**src/rtl/moving_avg_filter.sv**
```systemverilog
// moving_avg_filter: mean of the last 2^DEPTH_LOG2 accepted samples; MOVING_AVG_ROUND_EN selects round-half-up with saturation.
// Latency: one cycle from an accepted sample to y/y_valid; throughput one sample per clock.
// Backpressure: none; x_valid qualifies the stream and clear drops any coincident sample.
module moving_avg_filter #(
    parameter int DATA_W     = 8,
    parameter int DEPTH_LOG2 = 2
) (
    input  logic              clk,
    input  logic              rst_n,
    input  logic              clear,
    input  logic              x_valid,
    input  logic [DATA_W-1:0] x,
    output logic              y_valid,
    output logic [DATA_W-1:0] y,
    output logic              filled
);
    localparam int N  = 1 << DEPTH_LOG2;
    localparam int SW = DATA_W + DEPTH_LOG2;

    localparam logic [0:0] ST_FILL = 1'b0;
    localparam logic [0:0] ST_RUN  = 1'b1;

    localparam logic [DEPTH_LOG2:0] CNT_LAST = (DEPTH_LOG2 + 1)'(N - 1);

    logic [DATA_W-1:0]     mem [N];
    logic [DEPTH_LOG2-1:0] wr_ptr;
    logic [DEPTH_LOG2:0]   cnt;
    logic [SW-1:0]         sum;
    logic [SW-1:0]         sum_next;
    logic [0:0]            state;
    logic [0:0]            state_next;
    logic                  accept;
    logic [DATA_W-1:0]     old;
    logic [DATA_W-1:0]     y_next;

    assign accept = x_valid & ~clear;

    // During warm-up the slot being overwritten holds stale data, so it contributes nothing.
    assign old        = (state == ST_RUN) ? mem[wr_ptr] : '0;
    assign sum_next   = sum + SW'(x) - SW'(old);
    assign state_next = ((state == ST_RUN) || (cnt == CNT_LAST)) ? ST_RUN : ST_FILL;

`ifdef MOVING_AVG_ROUND_EN
    localparam logic [SW:0] HALF = (SW + 1)'(1) << (DEPTH_LOG2 - 1);
    localparam logic [SW:0] YMAX = (SW + 1)'({DATA_W{1'b1}});

    logic [SW:0] rnd_shr;

    assign rnd_shr = ({1'b0, sum_next} + HALF) >> DEPTH_LOG2;
    assign y_next  = (rnd_shr > YMAX) ? {DATA_W{1'b1}} : DATA_W'(rnd_shr);
`else
    assign y_next = DATA_W'(sum_next >> DEPTH_LOG2);
`endif

    always_ff @(posedge clk) begin
        if (accept) begin
            mem[wr_ptr] <= x;
        end
    end

    always_ff @(posedge clk or negedge rst_n) begin
        if (!rst_n) begin
            sum     <= '0;
            cnt     <= '0;
            wr_ptr  <= '0;
            state   <= ST_FILL;
            y       <= '0;
            y_valid <= 1'b0;
        end else if (clear) begin
            sum     <= '0;
            cnt     <= '0;
            wr_ptr  <= '0;
            state   <= ST_FILL;
            y_valid <= 1'b0;
        end else if (accept) begin
            sum    <= sum_next;
            wr_ptr <= wr_ptr + 1'b1;
            state  <= state_next;
            if (state == ST_FILL) begin
                cnt <= cnt + 1'b1;
            end
            y_valid <= (state_next == ST_RUN);
            if (state_next == ST_RUN) begin
                y <= y_next;
            end
        end else begin
            y_valid <= 1'b0;
        end
    end

    assign filled = (state == ST_RUN);

endmodule

```
**config.mk**
```make
export PLATFORM = sky130hd
export DESIGN_NAME = moving_avg_filter
export DESIGN_NICKNAME = d
export VERILOG_FILES = /design/src/rtl/moving_avg_filter.sv
export SDC_FILE = /design/constraint.sdc
export NUM_CORES = 1
export LEC_CHECK = 0
export ABC_AREA = 1
export BUFFER_PORTS_ARGS = -buffer_cell sky130_fd_sc_hd__buf_2
export CORE_MARGIN = 10
export CORE_UTILIZATION = 52
export DETAILED_ROUTE_END_ITERATION = 10
export PLACE_DENSITY = 0.73
export SETUP_SLACK_MARGIN = 0.15
export SKIP_CTS_REPAIR_TIMING = 1
export SYNTH_ARGS = -nofsm -noshare
export SYNTH_HDL_FRONTEND = slang
export SYNTH_SLANG_ARGS = --single-unit
```
**constraint.sdc**
```tcl
create_clock -name clk -period 2.5 [get_ports clk]
set_input_delay 0.25 -clock clk [delete_from_list [all_inputs] [get_ports clk]]
set_output_delay 0.25 -clock clk [all_outputs]
set_load 0.03 [all_outputs]
```
==> results.cfg, run 1 <==
[placement]
port-buffer-count = 21
finalWeightedCongestion = 0.830
dpl.cell_count = 414
post-dp-hpwl_um = 4510
placement_setup_slack_ps = -36.0

[clock_network]
clockBufferDepth = 2
clock_tree_from_tritoncts = done
clock-sinks = 57
cts_made_buffers = 9
htree_levels = 3
insertion_delay_ps = 340
clk_root_buffer_cell = clkbuf_8
path_clk_slew_ps = 60

[grt]
grt_overflow = 0
gr-usage-met3 = 0.0358
met2_usage = 0.247
via_count_of_the_first_global_routing_pass = 2270
pin_count_of_the_biggest_net_entering_global_routing = 26
grt_busiest_layer = met2
grt_pass1_wl_um = 10300
global_route.usage.total = 0.147
globalRouteMet1Util = 0.170
grt_antenna_before_repair = 0

[floorplanning]
top_level_ports = 22
core_region_area_um2 = 5540
fp.dieArea_um2 = 9200
die_height_um = 95.9
rows = 27
start_util = 0.541
die_w_um = 95.9

[detailed_routing]
routed-via-count = 2309
dr.pass1.iters = 4
wl_um = 6900
ant_nets = 0
drtIter0Drc = 170
drt_drc_violations_left = 0
post_drt_wl_per_cell_um = 15.7
vias_per_cell = 5.24

[setup_path]
crit_top_cell = nand2_1
critical_path_buf_inv_count = 2
critical_path.max_fanout = 5
timing.critical_path.to_type = flip-flop
critPathLaunchType = flip-flop
worstPathCellList = buf_12, nor2_2, nor2_1, o21ai_1, a21oi_2, fa_1, inv_2, ha_4, nand2_2, o21ai_4, nand2_1, nand2_1, nand2_1, nand3_1, nand2_1
worst_path_dominant_cell_family = adder cells
cp.arrival_ps = 2890
worst-setup-path-type = reg -> reg
critPathRequiredTime_ps = 2730
cp_slowest_cell = fa_1
slowest_delay_ps = 590

[timing]
rsz0062_at_grt = yes
final.period_utilization = 1.06
timing_worst_slew_pin_value_ps = 713
totalNegativeSetupSlack_ps = -1460
max_slew_margin = 0.523
fin_skew_ps = 7.77
finalSetupViolations = 16
max_transition_viols_final = 0
period_minus_slack_ps = 2660
timing_hold_violations_final = 0
achievable-frequency_ghz = 0.376
finalHoldWorstSlack_ps = 118
final.setup.worst_slack_ps = -159

[yosys]
post-synth-top-area-fraction = 0.321
synth.top_cells.by_area = edfxtp_1, dfrtp_1, nand2_1
async_flop_share = 0.439
yosysWarnings = 0
synth_cells = 317
synthDominantAreaCellType = edfxtp_1
synth_cell_type_count = 27
syn_nets = 353
synth_top_flop_cell = edfxtp_1
synth-edff-count = 32
ys_seq_area_frac = 0.529
number_of_storage_elements_in_the_synthesis_netlist = 57
postSynthAreaPerCell_um2 = 9.45
synth_area_um2 = 3000

[power]
total_leakage_power_uw = 0.00175
power_frac_clock = 0.229
vdd.ir_drop.worst_mv = 0.619
power.share.switching = 0.376
power.net_switching_uw = 1510
internal-power_uw = 2510
power.density_nw_per_um2 = 1040
p_total_uw = 4020
part_of_the_total_power_dissipated_in_sequential_elements = 0.298
p_comb_frac = 0.473

[finish]
fillCellCount = 387
drive_gt1_frac = 0.298
antenna_cells_inserted = 0
final-instance-count-excl-fill = 441
fin_nets = 400
signed_area_change_from_the_synthesized_netlist_to_the_final_layout_pct = 29.5

[job]
cap_viol_max_count = 0

[min_path]
hold_path_class = in -> reg

[run_status]
outcome = complete, but fails checks
violated_checks = setup timing
==> cell usage in the layout (no fill, tap or decap), drive strengths merged <==
cell | Yosys | layout
nand3 | 15 | 15
a211oi | 1 | 1
ha | 16 | 16
xnor2 | 3 | 3
dlygate4sd3 | 0 | 1
o22ai | 3 | 3
o21ai | 28 | 28
nand3b | 3 | 3
xor2 | 1 | 1
fa | 8 | 8
buf | 6 | 39
dfrtp | 25 | 25
inv | 55 | 55
clkbuf | 0 | 12
nor2 | 48 | 48
clkinv | 1 | 5
o21a | 1 | 1
nand2 | 56 | 56
bufinv | 0 | 2
nand4 | 1 | 1
edfxtp | 32 | 32
a21oi | 14 | 14
==> final timing paths <==
| kind | from | end | slack (ps) | cells past startpoint |
|---|---|---|---|---|
| hold / removal | clear | cnt[2]$_DFFE_PN0P_ | 120 | 2 |
| min in group asynchronous | rst_n | y[5]$_DFFE_PN0P_ | 450 | 2 |
| setup / recovery | wr_ptr[0]$_DFFE_PN0P_ | y[4]$_DFFE_PN0P_ | -160 | 15 |
| hold reg to reg | y[6]$_DFFE_PN0P_ | y[6]$_DFFE_PN0P_ | 480 | 2 |
| setup reg to reg | wr_ptr[0]$_DFFE_PN0P_ | y[4]$_DFFE_PN0P_ | -160 | 15 |
| max in group asynchronous | rst_n | wr_ptr[0]$_DFFE_PN0P_ | 1620 | 2 |
==> per-stage QoR <==
stage	cell area (um^2)	utilization
2_1_floorplan	3120	-
3_3_place_gp	3350	0.605
3_5_place_dp	3350	0.605
4_1_cts	3560	0.643
5_1_grt	3880	0.700
6_report	3880	0.700
==> power groups by stage <==
stage	clock, uW	sequential (uW)	combinational (uW)
6_report	922	1200	1900
5_1_grt	973	1210	2090
4_1_cts	932	1190	1470
3_5_place_dp	0	1210	1460
3_3_place_gp	0	1200	1430
2_1_floorplan	0	1320	1020
==> worst register-to-register path: stages (launching register included) <==
cell and delay (ps):
dfrtp_2 460, buf_12 160, nor2_2 100, nor2_1 50, o21ai_1 90, a21oi_2 90, fa_1 590, inv_2 60
ha_4 310, nand2_2 80, o21ai_4 160, nand2_1 110, nand2_1 80, nand2_1 70, nand3_1 80, nand2_1 50
==> state kept, by name (all words and copies together) (netlist names) <==
register,count
wr_ptr,2
cnt,3
y_valid,1
sum,10
y,8
filled,1
mem,32
==> metal layers <==
layer	routed length (um)	vias up	share of wire
li1	-	1120	-
met1	2890	1119	0.42
met2	3500	56	0.51
met3	366	14	0.053
met4	145	0	0.021
met5	0	-	0
==> cells by family (layout without fill, tap and decap cells) <==
family | count (synthesis) | count (layout) | synth area share
AOI/OAI and AO/OA | 47 | 47 | 0.0873
xor gates and xnor gates | 4 | 4 | 0.0117
adders and majority gates | 24 | 24 | 0.120
buffers and inverters | 62 | 114 | 0.0848
DFF | 57 | 57 | 0.529
and+or+nand+nor | 123 | 123 | 0.167
==> layout make-up <==
cell class                 count  area (um^2)  area share
clock buffer                  10          128      0.0329
clock inverter                 6         82.6      0.0213
inverter                      56          218      0.0561
multi-input combinational    198         1440       0.370
sequential                    57         1590       0.410
tap                           72         90.1      0.0232
timing repair buffer          42          337      0.0867
==> cells in the mapped netlist, drive strengths merged (6+ instances only) <==
cell / count
edfxtp: 32
o21ai: 28
ha: 16
nor2: 48
inv: 55
a21oi: 14
buf: 6
dfrtp: 25
fa: 8
nand2: 56
nand3: 15
(Power assumes the default switching activity.)
==> run 2: changes to the inputs <==
--- a/config.mk
+++ b/config.mk
@@ -7,9 +7,11 @@
 export LEC_CHECK = 0
 export ABC_AREA = 1
 export BUFFER_PORTS_ARGS = -buffer_cell sky130_fd_sc_hd__buf_2
+export CORE_ASPECT_RATIO = 0.7
 export CORE_MARGIN = 10
 export CORE_UTILIZATION = 52
 export DETAILED_ROUTE_END_ITERATION = 10
+export GPL_ROUTABILITY_DRIVEN = 0
 export PLACE_DENSITY = 0.73
 export SETUP_SLACK_MARGIN = 0.15
 export SKIP_CTS_REPAIR_TIMING = 1
==> run 2 against run 1 <==
The flow still finishes with violations (setup timing). Die area increased by 0.54%. Count of clock-buffer cells in the layout increased by 4. Worst setup slack improved by 82 ps. Non-clock buffer count decreased by 5. Sequential share of layout area increased by 2.0 points. Via count decreased by 2.9%. Highest routed layer unchanged.
==> results.cfg, run 2 (same netlist as run 1, synthesis figures left out) <==
[detailed_routing]
routed-via-count = 2243
ant_nets = 0
vias_per_cell = 5.11
wl_um = 6610
dr.pass1.iters = 5
drtIter0Drc = 142
post_drt_wl_per_cell_um = 15.0
drt_drc_violations_left = 0

[setup_path]
critPathLaunchType = flip-flop
worstPathCellList = buf_12, nor2_1, nor2_1, o21ai_1, a21oi_1, fa_1, inv_1, ha_1, nand3_2, nand3_2, xnor2_1, o22ai_1
critical_path_buf_inv_count = 2
worst_r2r_path_depth = 12
reg2reg_setup_slack_ps = -80
cp.arrival_ps = 2790
slowest_delay_ps = 540
crit-reg2reg-launch = wr_ptr[0]$_DFFE_PN0P_
cp_slowest_cell = fa_1
worst-setup-path-type = reg -> reg
critical_path.max_fanout = 10
critPathRequiredTime_ps = 2710
worstReg2RegEnd = sum[3]$_DFFE_PN0P_
worst_path_dominant_cell_family = adder cells
timing.critical_path.to_type = flip-flop

[run_status]
outcome = complete, but fails checks
violated_checks = setup timing

[grt]
grt_overflow = 0
grt_antenna_before_repair = 0
via_count_of_the_first_global_routing_pass = 2229
global_route.usage.total = 0.143
grt_pass1_wl_um = 10800
pin_count_of_the_biggest_net_entering_global_routing = 26

[floorplanning]
die_height_um = 83.5
start_util = 0.531
fp.dieArea_um2 = 9250
rows = 23
core_region_area_um2 = 5640
top_level_ports = 22
die_w_um = 111

[timing]
final.period_utilization = 1.03
max_transition_viols_final = 0
max_slew_margin = 0.591
timing_hold_violations_final = 0
period_minus_slack_ps = 2580
rsz0062_at_grt = yes
fin_skew_ps = 8.38
timing_worst_slew_pin_value_ps = 614
finalSetupViolations = 13
achievable-frequency_ghz = 0.388
final.setup.worst_slack_ps = -76.6

[min_path]
min_delay_endpoint = cnt[2]$_DFFE_PN0P_
hold_path_class = in -> reg
worst_hold_path.num_cells = 2
min_delay_startpoint = clear

[finish]
layout_common_cells = nand2_1, inv_1, nor2_1
signed_area_change_from_the_synthesized_netlist_to_the_final_layout_pct = 23.4
cell_area_after_layout_um2 = 3700
max_ffs_per_register = 32
drive_gt1_frac = 0.253
antenna_cells_inserted = 0
fillCellCount = 454
max_flop_register = mem
reg_top3 = mem (32), sum (10), y (8)
most_common_cell_after_layout_fill_and_taps_aside = nand2_1
fin_nets = 395
finalCoreUtilization = 0.656

[power]
total_leakage_power_uw = 0.00168
vdd.ir_drop.worst_mv = 0.555
power.density_nw_per_um2 = 1000

[clock_network]
path_clk_slew_ps = 70
insertion_delay_ps = 340
clock_tree_from_tritoncts = done
clk_root_buffer_cell = clkbuf_8
htree_levels = 3
cts_made_buffers = 9
clockBufferDepth = 2
clock-sinks = 57

[placement]
placement_setup_slack_ps = -43.9
post-dp-hpwl_um = 4600
port-buffer-count = 21
placement.cell_area_um2 = 3370

[job]
cap_viol_max_count = 0
## run 2: worst max-delay path by stage
stage | to | start | slack [ps] | cells past startpoint
3_3_place_gp | y[4]$_DFFE_PN0P_ | wr_ptr[0]$_DFFE_PN0P_ | -10 | 14
2_1_floorplan | y[6]$_DFFE_PN0P_ | wr_ptr[0]$_DFFE_PN0P_ | 70 | 17
3_5_place_dp | y[6]$_DFFE_PN0P_ | wr_ptr[0]$_DFFE_PN0P_ | -40 | 14
6_report | sum[3]$_DFFE_PN0P_ | wr_ptr[0]$_DFFE_PN0P_ | -80 | 12
4_1_cts | y[6]$_DFFE_PN0P_ | wr_ptr[0]$_DFFE_PN0P_ | -60 | 14
5_1_grt | y[6]$_DFFE_PN0P_ | wr_ptr[0]$_DFFE_PN0P_ | -190 | 16
## run 2: layout make-up
type	instances	area [um^2]	area share
clock buffers	14	184	0.0497
clock inverters	2	10.0	0.00271
inverters	56	224	0.0606
multi-input cells	198	1340	0.361
flip-flops and latches	57	1590	0.430
well taps	75	93.8	0.0254
repair buffers	37	262	0.0707
## run 2: power by group
group	total, uW	switching (uW)	internal (uW)	leakage [uW]
Combinational	1680	989	694	0.000960
Sequential	1200	70.7	1130	0.000615
Clock	834	363	472	0.000102
Total	3720	1420	2290	0.00168
## run 2: per-stage QoR
stage | std cells | TNS [ps] | hold WS, ps | total power, uW
final | 439 | -510 | 113 | 3720
after global routing | 439 | -2330 | 120 | 3980
after CTS | 435 | -458 | -79.6 | 3540
after detailed placement | 419 | -263 | 294 | 2690
after global placement | 419 | -22.2 | 275 | 2660
after floorplan | 317 | 0 | -45.6 | 2340
## run 2: metal layers
layer | track usage | up-vias | routed length, um
met1 | 0.184 | 1061 | 3090
met4 | 0.0483 | 0 | 81
met5 | 0 | - | 0
met2 | 0.222 | 67 | 3060
met3 | 0.0453 | 12 | 367
li1 | - | 1103 | -
